**config.mk**
```make
export PLATFORM = sky130hd
export DESIGN_NAME = ltc2208_emulator
export DESIGN_NICKNAME = d
export VERILOG_FILES = /design/src/rtl/ltc2208_pkg.sv /design/src/rtl/sample_fifo.sv /design/src/rtl/ltc2208_emulator.sv
export SDC_FILE = /design/constraint.sdc
export NUM_CORES = 1
export LEC_CHECK = 0
export BUFFER_PORTS_ARGS = -buffer_cell sky130_fd_sc_hd__buf_2
export CAP_MARGIN = 20
export CORE_UTILIZATION = 30
export CTS_CLUSTER_SIZE = 16
export DETAILED_ROUTE_END_ITERATION = 7
export SYNTH_ARGS = -nofsm -noshare
export SYNTH_HDL_FRONTEND = slang
export SYNTH_HIERARCHICAL = 1
export SYNTH_SLANG_ARGS = --single-unit
```
**constraint.sdc**
```tcl
create_clock -name clock -period 7.1 [get_ports clock]
set_input_delay 0.71 -clock clock [delete_from_list [all_inputs] [get_ports clock]]
set_output_delay 0.71 -clock clock [all_outputs]
set_load 0.05 [all_outputs]
```
**src/rtl/ltc2208_pkg.sv**
```systemverilog
// Shared LT2208 definitions: source-mode codes, PRBS taps, randomizer and LFSR step.
// Latency: n/a (constants and pure combinational functions).
// Backpressure: n/a.
package ltc2208_pkg;

  localparam logic [1:0] MODE_STREAM = 2'd0;
  localparam logic [1:0] MODE_RAMP   = 2'd1;
  localparam logic [1:0] MODE_PRBS   = 2'd2;
  localparam logic [1:0] MODE_ZERO   = 2'd3;

  // Fibonacci taps x^16+x^14+x^13+x^11+1 -> state bits 15,13,12,10
  localparam logic [15:0] LFSR_TAPS = 16'hB400;

  // LT2208 randomizer: bit 0 is sent as-is and flips every other bit when set.
  // It is its own inverse, so the de-randomizer bench can reuse it.
  function automatic logic [15:0] lt2208_randomize(input logic [15:0] raw);
    return {raw[15:1] ^ {15{raw[0]}}, raw[0]};
  endfunction

  // One left-shift step of the PRBS generator, feedback enters at bit 0.
  function automatic logic [15:0] lfsr_next(input logic [15:0] s);
    return {s[14:0], ^(s & LFSR_TAPS)};
  endfunction

endpackage

```
**src/rtl/sample_fifo.sv**
```systemverilog
// Synchronous sample FIFO, DEPTH entries of W bits, head word visible combinationally.
// Latency: a pushed word is visible at the head one clock after the push edge.
// Backpressure: push_rdy is registered !full; a push presented while full is ignored even if popped.
module sample_fifo #(
  parameter int DEPTH = 4,
  parameter int W     = 16
) (
  input  logic         clock,
  input  logic         reset_n,
  input  logic         push_vld,
  input  logic [W-1:0] push_dat,
  output logic         push_rdy,
  input  logic         pop,
  output logic [W-1:0] head_dat,
  output logic         empty
);

  localparam int AW = (DEPTH > 1) ? $clog2(DEPTH) : 1;
  localparam int CW = AW + 1;

  logic [W-1:0]  mem_q [DEPTH];
  logic [W-1:0]  mem_d [DEPTH];
  logic [AW-1:0] wr_ptr_q, wr_ptr_d;
  logic [AW-1:0] rd_ptr_q, rd_ptr_d;
  logic [CW-1:0] count_q, count_d;
  logic          rdy_q, rdy_d;
  logic          push_ok;
  logic          pop_ok;

  assign push_rdy = rdy_q;
  assign head_dat = mem_q[rd_ptr_q];
  assign empty    = (count_q == '0);

  // Next pointers, occupancy and ready; ready looks at the post-edge count
  always_comb begin
    push_ok  = push_vld & rdy_q;
    pop_ok   = pop & (count_q != '0);
    wr_ptr_d = wr_ptr_q + AW'(push_ok);
    rd_ptr_d = rd_ptr_q + AW'(pop_ok);
    count_d  = count_q + CW'(push_ok) - CW'(pop_ok);
    rdy_d    = (count_d != CW'(DEPTH));
    for (int i = 0; i < DEPTH; i++) begin
      mem_d[i] = mem_q[i];
    end
    if (push_ok) begin
      mem_d[wr_ptr_q] = push_dat;
    end
  end

  // Storage array; contents are meaningless after reset because the pointers clear
  always_ff @(posedge clock) begin
    for (int i = 0; i < DEPTH; i++) begin
      mem_q[i] <= mem_d[i];
    end
  end

  // Pointers, count and ready; reset discards anything queued or arriving
  always_ff @(posedge clock) begin
    if (!reset_n) begin
      wr_ptr_q <= '0;
      rd_ptr_q <= '0;
      count_q  <= '0;
      rdy_q    <= 1'b0;
    end else begin
      wr_ptr_q <= wr_ptr_d;
      rd_ptr_q <= rd_ptr_d;
      count_q  <= count_d;
      rdy_q    <= rdy_d;
    end
  end

endmodule

```
**src/rtl/ltc2208_emulator.sv**
```systemverilog
// LT2208 ADC bus emulator: stream/ramp/PRBS/zero source, optional randomizer, overflow flag.
// Latency: FIFO head to adc_data 1 clock; input push to earliest adc_data 2 clocks.
// Backpressure: in_ready = registered !full of the sample FIFO; adc_data never stalls.
module ltc2208_emulator
  import ltc2208_pkg::*;
#(
  parameter int          FIFO_DEPTH = 4,
  parameter logic [15:0] RAMP_STEP  = 16'd1,
  parameter logic [15:0] OVF_THRESH = 16'd32767,
  parameter logic [15:0] PRBS_SEED  = 16'hACE1
) (
  input  logic        clock,
  input  logic        reset_n,
  input  logic [15:0] in_sample,
  input  logic        in_valid,
  output logic        in_ready,
  input  logic [1:0]  mode,
  input  logic        random,
  output logic [15:0] adc_data,
  output logic        adc_ovf,
  output logic [15:0] underrun_cnt
);

  logic [15:0]        fifo_head;
  logic               fifo_empty;
  logic               fifo_pop;
  logic [15:0]        raw;
  logic signed [16:0] raw_s;
  logic signed [16:0] raw_neg;
  logic signed [16:0] thresh_s;
  logic               ovf;

  logic [15:0] ramp_q, ramp_d;
  logic [15:0] lfsr_q, lfsr_d;
  logic [15:0] hold_q, hold_d;
  logic [15:0] ucnt_q, ucnt_d;
  logic [15:0] adc_data_q, adc_data_d;
  logic        adc_ovf_q, adc_ovf_d;

  sample_fifo #(
    .DEPTH (FIFO_DEPTH),
    .W     (16)
  ) u_fifo (
    .clock    (clock),
    .reset_n  (reset_n),
    .push_vld (in_valid),
    .push_dat (in_sample),
    .push_rdy (in_ready),
    .pop      (fifo_pop),
    .head_dat (fifo_head),
    .empty    (fifo_empty)
  );

  // Source select; only the selected generator advances, the others hold state
  always_comb begin
    raw      = 16'h0000;
    fifo_pop = 1'b0;
    hold_d   = hold_q;
    ramp_d   = ramp_q;
    lfsr_d   = lfsr_q;
    ucnt_d   = ucnt_q;
    case (mode)
      MODE_STREAM: begin
        if (!fifo_empty) begin
          fifo_pop = 1'b1;
          raw      = fifo_head;
          hold_d   = fifo_head;
        end else begin
          // Starved: repeat the last sample rather than glitching the bus
          raw = hold_q;
          if (ucnt_q != 16'hFFFF) begin
            ucnt_d = ucnt_q + 16'd1;
          end
        end
      end
      MODE_RAMP: begin
        raw    = ramp_q;
        ramp_d = ramp_q + RAMP_STEP;
      end
      MODE_PRBS: begin
        raw    = lfsr_q;
        lfsr_d = lfsr_next(lfsr_q);
      end
      default: begin
        raw = 16'h0000;
      end
    endcase
  end

  // Overflow on the raw word in 17 bits so that -(-32768) does not wrap
  always_comb begin
    raw_s     = {raw[15], raw};
    raw_neg   = -raw_s;
    thresh_s  = {1'b0, OVF_THRESH};
    ovf       = (raw == 16'h8000) | (raw_s >= thresh_s) | (raw_neg >= thresh_s);
    adc_ovf_d = ovf;
    adc_data_d = random ? lt2208_randomize(raw) : raw;
  end

  // Output register plus generator, hold and underrun state
  always_ff @(posedge clock) begin
    if (!reset_n) begin
      ramp_q     <= 16'h0000;
      lfsr_q     <= PRBS_SEED;
      hold_q     <= 16'h0000;
      ucnt_q     <= 16'h0000;
      adc_data_q <= 16'h0000;
      adc_ovf_q  <= 1'b0;
    end else begin
      ramp_q     <= ramp_d;
      lfsr_q     <= lfsr_d;
      hold_q     <= hold_d;
      ucnt_q     <= ucnt_d;
      adc_data_q <= adc_data_d;
      adc_ovf_q  <= adc_ovf_d;
    end
  end

  assign adc_data     = adc_data_q;
  assign adc_ovf      = adc_ovf_q;
  assign underrun_cnt = ucnt_q;

endmodule
```
=== Yosys cells after proc, flatten, opt, wreduce, memory -nomap -nowiden ===
Memories as Yosys holds them, arrays and structs flattened. A register that Yosys moved wholly into a read port is not among the register bits.
Cells that the tools add are included.

* Register bits: 89
* Bits in writable memories: 64
* Memories kept: 1
* Input port bits: 22
* Output and inout bits: 34
* Word-level logic and storage cells: 49

{| class="wikitable"
|+ Memories
! memory !! depth !! bits a word !! read ports !! clocked after memory_dff !! wr ports !! line !! source
|-
| u_fifo.mem_q || 4 || 16 || 5 || 1 || 4 || sample_fifo.sv:21 || <nowiki>logic [W-1:0] mem_q [DEPTH];</nowiki>
|}

* Multiplexer cells: 10
* Add/subtract/negate cells: 7
* Equal/unequal tests: 5
* Bitwise gates (word level): 6
* Reduce and logical (&&, ||, !) cells: 6
* Magnitude comparators: 4

{| class="wikitable"
|+ Operator list
! operator !! count
|-
| $bwmux 64 || 1
|-
| $mux 64 || 1
|-
| $mux 16 || 3
|-
| $pmux 16 s3 || 1
|-
| $add 16x1->16 const B || 2
|-
| $demux 16 s2 || 1
|-
| $ge 17x16->1 const B || 1
|-
| $neg 16->17 || 1
|-
| $eq 16x16->1 const B || 1
|-
| $ge 16x16->1 const B || 1
|-
| $ne 16x16->1 const B || 1
|-
| $reduce_xor 16->1 || 1
|-
| $xor 15x15->15 || 1
|-
| $add 2x1->2 || 2
|-
| $add 3x1->3 || 1
|-
| $ge 3x3->1 const B || 1
|-
| $logic_not 3->1 || 1
|-
| $lt 3x1->1 const B || 1
|-
| $ne 3x3->1 const B || 1
|-
| $not 2->3 || 1
|-
| $reduce_and 3->1 || 1
|-
| $reduce_bool 3->1 || 1
|-
| $sub 3x1->3 || 1
|-
| $and 1x1->1 || 2
|-
| 7 further kinds || 9
|}

=== Depth between registers and ports, before layout ===
Gate-level depths: netlist (run 1).

* Depth in word-level cells: 7
* Depth in mapped cells: 13
* Depth with buffers taken out: 11

=== Cells and area by module ===
Netlist (run 1), hierarchy kept.

{| class="wikitable"
|+ By module, submodules not included
! module !! cells an instance !! instances !! sequential area each (um^2) !! area each (um^2)
|-
| ltc2208_emulator || 463 || 1 || 1621.6 || 4091.4
|-
| sample_fifo || 122 || 1 || 2082.0 || 2752.6
|}

=== Worst setup path before layout (run 1) ===
OpenSTA, ideal clock, no wires.

* Kind: in2reg
* From: input port mode[1]
* To: register u_fifo.rdy_q (netlist: u_fifo/push_rdy)
* Setup time: 0.120 ns
* Arrival time: 2.887 ns
* Buffers on the path: 3
* Required time: 6.980 ns
* Stages: 12
* Setup slack: 4.093 ns
* Path through: buf_6 > or3_1 > clkbuf_1 > inv_1 > buf_2 > o31ai_1 > xor2_1 > ha_1 > inv_1 > fa_1 > inv_1 > o31a_1

* Cells in the longest elaborated chain, start to end: 5

{| class="wikitable"
|+ Ends and longest elaborated chain
! element !! line !! source
|-
| start: declaration || ltc2208_emulator.sv:17 || <nowiki>input logic [1:0] mode,</nowiki>
|-
| $logic_not 2->1 || ltc2208_emulator.sv:62 || <nowiki>case (mode)</nowiki>
|-
| $mux 1 || ltc2208_emulator.sv:62 ||
|-
| via fifo_pop || ltc2208_emulator.sv:26 || <nowiki>logic fifo_pop;</nowiki>
|-
| $and 1x1->1 || sample_fifo.sv:37 || <nowiki>pop_ok = pop & (count_q != '0);</nowiki>
|-
| $sub 3x1->3 || sample_fifo.sv:40 || <nowiki>count_d = count_q + CW'(push_ok) - CW'(pop_ok);</nowiki>
|-
| $ne 3x3->1 || sample_fifo.sv:41 || <nowiki>rdy_d = (count_d != CW'(DEPTH));</nowiki>
|-
| end signal: assignment || sample_fifo.sv:68 || <nowiki>rdy_q <= rdy_d;</nowiki>
|-
| end: declaration || sample_fifo.sv:26 || <nowiki>logic rdy_q, rdy_d;</nowiki>
|}

The timed path passes the listed nets, and every way through them passes these cells.
A chain may end at the register's enable or synchronous reset.

=== Final worst setup path (run 1) ===
* From: register u_fifo.count_q[1]
* To: register u_fifo.rdy_q (netlist: u_fifo/push_rdy)

* Cells in the longest elaborated chain, start to end: 6
* Elaborated cells on any way between the ends: 8
* Classes of those cells: add/sub (2); eq/ne (1); mux (2); bitwise (1); reduce/logical (2)

{| class="wikitable"
|+ Ends and longest elaborated chain
! element !! line !! source
|-
| start: declaration || sample_fifo.sv:25 || <nowiki>logic [CW-1:0] count_q, count_d;</nowiki>
|-
| start signal: assignment || sample_fifo.sv:67 || <nowiki>count_q <= count_d;</nowiki>
|-
| $logic_not 3->1 || sample_fifo.sv:32 || <nowiki>assign empty = (count_q == '0);</nowiki>
|-
| via fifo_empty || ltc2208_emulator.sv:25 || <nowiki>logic fifo_empty;</nowiki>
|-
| $mux 1 || ltc2208_emulator.sv:64 || <nowiki>if (!fifo_empty) begin</nowiki>
|-
| $mux 1 || ltc2208_emulator.sv:62 ||
|-
| $and 1x1->1 || sample_fifo.sv:37 ||
|-
| $sub 3x1->3 || sample_fifo.sv:40 ||
|-
| $ne 3x3->1 || sample_fifo.sv:41 ||
|}

The timed path passes the listed nets, and every way through them passes these cells.

==> results of run 1 <==
## cell usage in the layout, fill, tap and decap left out, drive strengths merged, types with 3 or more instances in the layout
cell type and instances:
o211ai 7, nor2b 6, mux2 9, edfxtp 64, nand4 10, a21oi 14
ha 7, clkinv 5, and3 4, nand2 86, dfxtp 89, o22ai 4
nand2b 6, mux2i 16, and2 46, buf 62, or3 4, nor3 7
nand3 21, nor4 5, o21ai 8, inv 15, a21boi 27, xor2 13
xnor2 35, mux4 16, nor2 21, and4 3, clkbuf 17
## metrics by stage
step	cell area, um^2	setup WS [ns]	utilization
4_1_cts	7940	3.58	0.359
6_report	7940	3.65	0.359
2_1_floorplan	6840	4.09	-
3_5_place_dp	7340	3.46	0.332
3_3_place_gp	7340	3.52	0.332
5_1_grt	7940	3.37	0.359
## metal layers
layer / vias to the layer above / track usage
li1: 2185 / -
met1: 2090 / 0.168
met2: 86 / 0.184
met3: 8 / 0.0352
met4: 0 / 0.0399
met5: - / 0
## power by group through the flow
| stage | registers, uW | logic, uW | clock network (uW) |
|---|---|---|---|
| finish | 1020 | 494 | 893 |
| global route | 1030 | 538 | 961 |
| CTS | 1020 | 500 | 918 |
| detailed placement | 1040 | 498 | 0 |
| global placement | 1040 | 493 | 0 |
| floorplan | 1090 | 341 | 0 |
## logic make-up after synthesis
family / Yosys count / share of synthesized area
AND/OR/NAND/NOR: 224 / 0.170
multiplexers: 41 / 0.0963
AO/OA/AOI/OAI: 74 / 0.0788
flip-flops: 153 / 0.541
buffers and inverters: 36 / 0.0331
XOR/XNOR: 49 / 0.0647
adder cells (fa/ha/maj): 8 / 0.0157
## final cells by class
class                   count  area [um^2]  share of cell area
well taps                 280          350              0.0441
clock inverters            15          174              0.0219
inverters                   7         26.3             0.00331
flip-flops and latches    153         3700               0.466
repair buffers             62          328              0.0413
clock buffers              17          425              0.0536
multi-input cells         396         2930               0.369
## tightest hold or removal path, cell delays in order, from the launching register on
cell	delay, ns
dfxtp_1	0.31
nand2_1	0.05
a21boi_0	0.06
## registers in the layout (all words and copies together), names as in the netlist, 3 cells and up
signal / flops
hold_q: 16
u_fifo/mem_q: 64
underrun_cnt: 16
u_fifo/count_q: 3
adc_data: 16
ramp_q: 16
lfsr_q: 16
## Yosys cell counts, drive strengths merged, types with 3 or more instances
cell / count
mux2: 9
mux2i: 16
a21boi: 27
and2: 46
xor2: 13
buf: 16
nor2b: 6
and4: 3
inv: 7
clkbuf: 13
and3: 4
edfxtp: 64
nand2: 86
ha: 7
nor4: 5
o21ai: 8
nor2: 21
dfxtp: 89
a21oi: 14
nand4: 10
nand2b: 6
mux4: 16
or3: 4
o211ai: 7
nor3: 7
nand3: 21
xnor2: 35
o22ai: 4
## how the worst min path moves through the flow
| stage | slack [ns] | endpoint | from |
|---|---|---|---|
| floorplan | 0.44 | hold_q[10] | hold_q[10] |
| global placement | 0.45 | hold_q[11] | hold_q[11] |
| detailed placement | 0.46 | hold_q[6] | hold_q[6] |
| CTS | 0.47 | hold_q[6] | hold_q[6] |
| global route | 0.47 | u_fifo/mem_q[1][10] | in_sample[10] |
| finish | 0.46 | hold_q[10] | hold_q[10] |
==> impl_metrics.yaml, run 1 <==
cts:
  cts_tree: "built"
  cts_made_buffers: 17
  cts_root_buffer: "clkbuf_16"
  clock_latency_ns: 0.43
  clock_path_buffers: 2
  hold_buffers: 0
  htreeDepth: 4
  clkSinkCount: 153
  post_cts_resized: 0
  post_cts_buffers: 0
  clk_pin_slew_ns: 0.07
setup_path:
  cp_max_fo: 20
  arrival_ns: 3.77
  startpoint: "u_fifo/count_q[1]"
  path_buf_inv: 4
  rr_endpoint: "u_fifo/push_rdy"
  rrSetupSlack_ns: 3.65
  path_common_cell: "inv_1"
  critPathCapture: "u_fifo/push_rdy"
  cp.required_ns: 7.42
  crit_path_cell_trace: "nor3_2, buf_4, or3_1, inv_1, o31ai_1, xor2_1, ha_1, inv_1, fa_1, inv_1, o31a_1"
  path_depth: 11
  r2r_start: "u_fifo/count_q[1]"
  critical-path-top-delay-family: "buffers and inverters"
  worst-setup-path-type: "register to register"
  critPathLaunchType: "register"
  cp_slowest_cell: "or3_1"
  end_kind: "register"
  reg2regPathDepth: 11
  slowest_delay_ns: 0.63
sta:
  setup_violations: 0
  min_period_ns: 3.45
  fmax_mhz: 290
  hold_viol: 0
  clock_skew_ns: 0.0126
  maxSlewViolCount: 0
  fin_crit_sh: 0.486
  worstMarginPinSlew_ns: 0.878
  hold_ws_ns: 0.463
  setup_tns_ns: 0
  rsz0062_at_grt: "no"
  relSlewSlack: 0.414
pwr:
  power_density_mw_per_mm2: 303
  switching_share: 0.312
  comb_power_share: 0.205
  finalPower_uw: 2410
  ir_drop_v: 0.000178
  p_sw_uw: 750
  p_seq_frac: 0.424
  p_leak_uw: 0.00302
  pwr-share-clk: 0.371
  intPower_uw: 1660
routing:
  drt_iter0_markers: 254
  wl_met3_um: 614
  wl_met2_um: 6010
  drc: 0
  vias: 4369
  drt-total-wl_um: 13400
  wl_per_cell_um: 14.4
  drt-vias-per-instance: 4.70
  ant_nets: 0
  m1WireLength_um: 6640
  top_layer: "met4"
  dr.pass1.iters: 4
synthesis:
  synth.distinct_cells: 62
  postSynthAreaPerCell_um2: 11.7
  async_flop_share: 0
  synth.area.top_cells: "edfxtp_1, dfxtp_1, nand2_1"
  ys_seq_area_frac: 0.541
  synth_edf_count: 64
  netlist_instances: 585
  synth_seq_cells: 153
  yosys_most_used_dff: "dfxtp_1"
  synth_area_mm2: 0.00684
  syn-num-nets: 615
  synth_top_area_frac: 0.281
  synth_warnings: 6
  yosysTopAreaCell: "edfxtp_1"
floorplan:
  start_util: 0.310
  fp.dieArea_mm2: 0.0234
  fp.dieH_um: 153
  io-pin-count: 56
  die_w_um: 153
  core_mm2: 0.0221
  rows: 54
placed_design:
  place_congestion: 0.831
  port_buffers: 55
  place_hpwl_um: 9110
  dp_cells: 898
global_routing:
  grt_pass1_wl_um: 22500
  grt_max_degree: 54
  grt_pass1_vias: 4340
  antenna_found_initial: 0
  grt_remaining_overflow: 0
  track_usage: 0.122
min_path:
  min_path_cells: 2
  hp-class: "register to register"
finish:
  n_antenna_cell: 0
  area_growth_pct: 16.0
  drive_gt1_frac: 0.194
  final_cells: 930
  num-nets-final: 667
  fillers: 2160
status:
  status: "complete, no violations"
run:
  drv_cap: 0
Power figures use the tool's default switching activity.
==> run 2: changes to the inputs <==
Clock period 7.1 ns to 3.2 ns, I/O delays scaled along.
==> run 2 against run 1 <==
Compared with the run above: critical path depth shrank 2; non-clock buffer count up 7; global-route usage up 0.50 points; via count about the same; clock power up 140%; clock skew down 0.00085 ns; sequential share of layout area down 0.48 points.
==> impl_metrics.yaml, run 2 (same netlist as run 1, synthesis figures left out) <==
status:
  status: "complete, no violations"
setup_path:
  critPathLaunchType: "register"
  end_kind: "register"
  rr_endpoint: "adc_ovf"
  startpoint: "u_fifo/rd_ptr_q[0]"
  worst-setup-path-type: "register to register"
  rrSetupSlack_ns: 0.42
  cp.required_ns: 3.55
  reg2regPathDepth: 9
  r2r_start: "u_fifo/rd_ptr_q[0]"
  arrival_ns: 3.13
  cp_max_fo: 17
global_routing:
  track_usage: 0.127
  grt_remaining_overflow: 0
  grt_pass1_wl_um: 23100
  grt_max_degree: 59
  grt_pass1_vias: 4284
  antenna_found_initial: 0
finish:
  largest_register_ffs: 64
  drive_gt1_frac: 0.202
  final_cell_mix: "dfxtp_1, nand2_1, edfxtp_1"
  seqCellArea_mm2: 0.00370
  top_register: "u_fifo/mem_q"
  area_growth_pct: 17.2
  multiInputGateArea_mm2: 0.00293
  mostFrequentLayoutCell: "dfxtp_1"
  n_antenna_cell: 0
  fillers: 2171
  num-nets-final: 674
min_path:
  hp-class: "input pin to register"
  min_path_cells: 1
  worstHoldEndpoint: "u_fifo/mem_q[1][7]"
  min-delay-start: "in_sample[7]"
routing:
  vias: 4371
  drt_iter0_markers: 237
  dr.pass1.iters: 5
  drt-vias-per-instance: 4.66
  ant_nets: 0
  wl_per_cell_um: 15.0
  drc: 0
  drt-total-wl_um: 14000
floorplan:
  rows: 54
  die_w_um: 153
  fp.dieH_um: 153
  start_util: 0.310
  fp.dieArea_mm2: 0.0234
  io-pin-count: 56
  core_mm2: 0.0221
sta:
  worstMarginPinSlew_ns: 0.863
  min_period_ns: 2.78
  maxSlewViolCount: 0
  setup_tns_ns: 0
  fmax_mhz: 360
  hold_viol: 0
  rsz0062_at_grt: "no"
  fin_crit_sh: 0.868
  clock_skew_ns: 0.0117
  setup_violations: 0
  relSlewSlack: 0.425
pwr:
  finalPower_uw: 5510
  p_leak_uw: 0.00307
  power_density_mw_per_mm2: 686
  ir_drop_v: 0.000442
cts:
  cts_tree: "built"
  clk_pin_slew_ns: 0.07
  htreeDepth: 4
  post_cts_resized: 0
  clock_path_buffers: 2
  cts_made_buffers: 17
  cts_root_buffer: "clkbuf_16"
  clkSinkCount: 153
  clock_latency_ns: 0.43
  hold_buffers: 0
  post_cts_buffers: 0
placed_design:
  place_hpwl_um: 9530
  port_buffers: 55
  place_congestion: 0.816
run:
  drv_cap: 0
==> run 2: cell count changes in the layout (fill, tap and decap cells not counted) <==
cell / change
buf_4: +7
clkinv_4: +2
clkinvlp_4: -2
bufinv_16: +2
clkinv_8: -2
==> run 2: report_power, final <==
group | total, uW | switching (uW) | leakage (uW) | internal, uW
clock | 2110 | 909 | 0.000307 | 1200
sequential | 2260 | 75.2 | 0.00130 | 2190
combinational | 1140 | 676 | 0.00146 | 460
total | 5510 | 1660 | 0.00307 | 3850
==> run 2: final cells by class <==
type / count / area share
sequential: 153 / 0.462
multi-input combinational: 396 / 0.366
clock buffer: 17 / 0.0530
timing repair buffer: 69 / 0.0474
tap: 280 / 0.0437
clock inverter: 15 / 0.0254
inverter: 7 / 0.00327
==> run 2: worst max path at each step <==
stage,endpoint,slack (ns),depth (start not counted)
floorplan,u_fifo/push_rdy,0.46,12
global placement,adc_ovf,0.48,9
detailed placement,adc_ovf,0.44,9
CTS,adc_ovf,0.41,9
global route,adc_ovf,0.20,11
finish,adc_ovf,0.42,9
==> run 2: layer usage <==
layer	global-route usage	wire, um	up-vias
met5	0	0	-
met4	0.0433	145	0
met3	0.0326	433	12
met2	0.196	6240	76
met1	0.172	7210	2074
li1	-	-	2209
==> run 2: per-stage QoR <==
step / util / setup WS (ns) / hold WS [ns] / instances / area [um^2]
2_1_floorplan: - / 0.464 / 0.419 / 585 / 6840
3_3_place_gp: 0.335 / 0.479 / 0.446 / 905 / 7390
3_5_place_dp: 0.335 / 0.437 / 0.457 / 905 / 7390
4_1_cts: 0.363 / 0.407 / 0.0830 / 937 / 8020
5_1_grt: 0.363 / 0.204 / 0.0840 / 937 / 8020
6_report: 0.363 / 0.421 / 0.0980 / 937 / 8020
==> run 2: critical path: stages (launching register included) <==
cell      delay (ns)
dfxtp_1         0.37
buf_4           0.33
mux4_1          0.66
mux2i_1         0.17
nor2_1          0.09
a221oi_4        0.31
nand2_1         0.13
nor4_1          0.33
nand4_1         0.14
o22ai_1         0.15
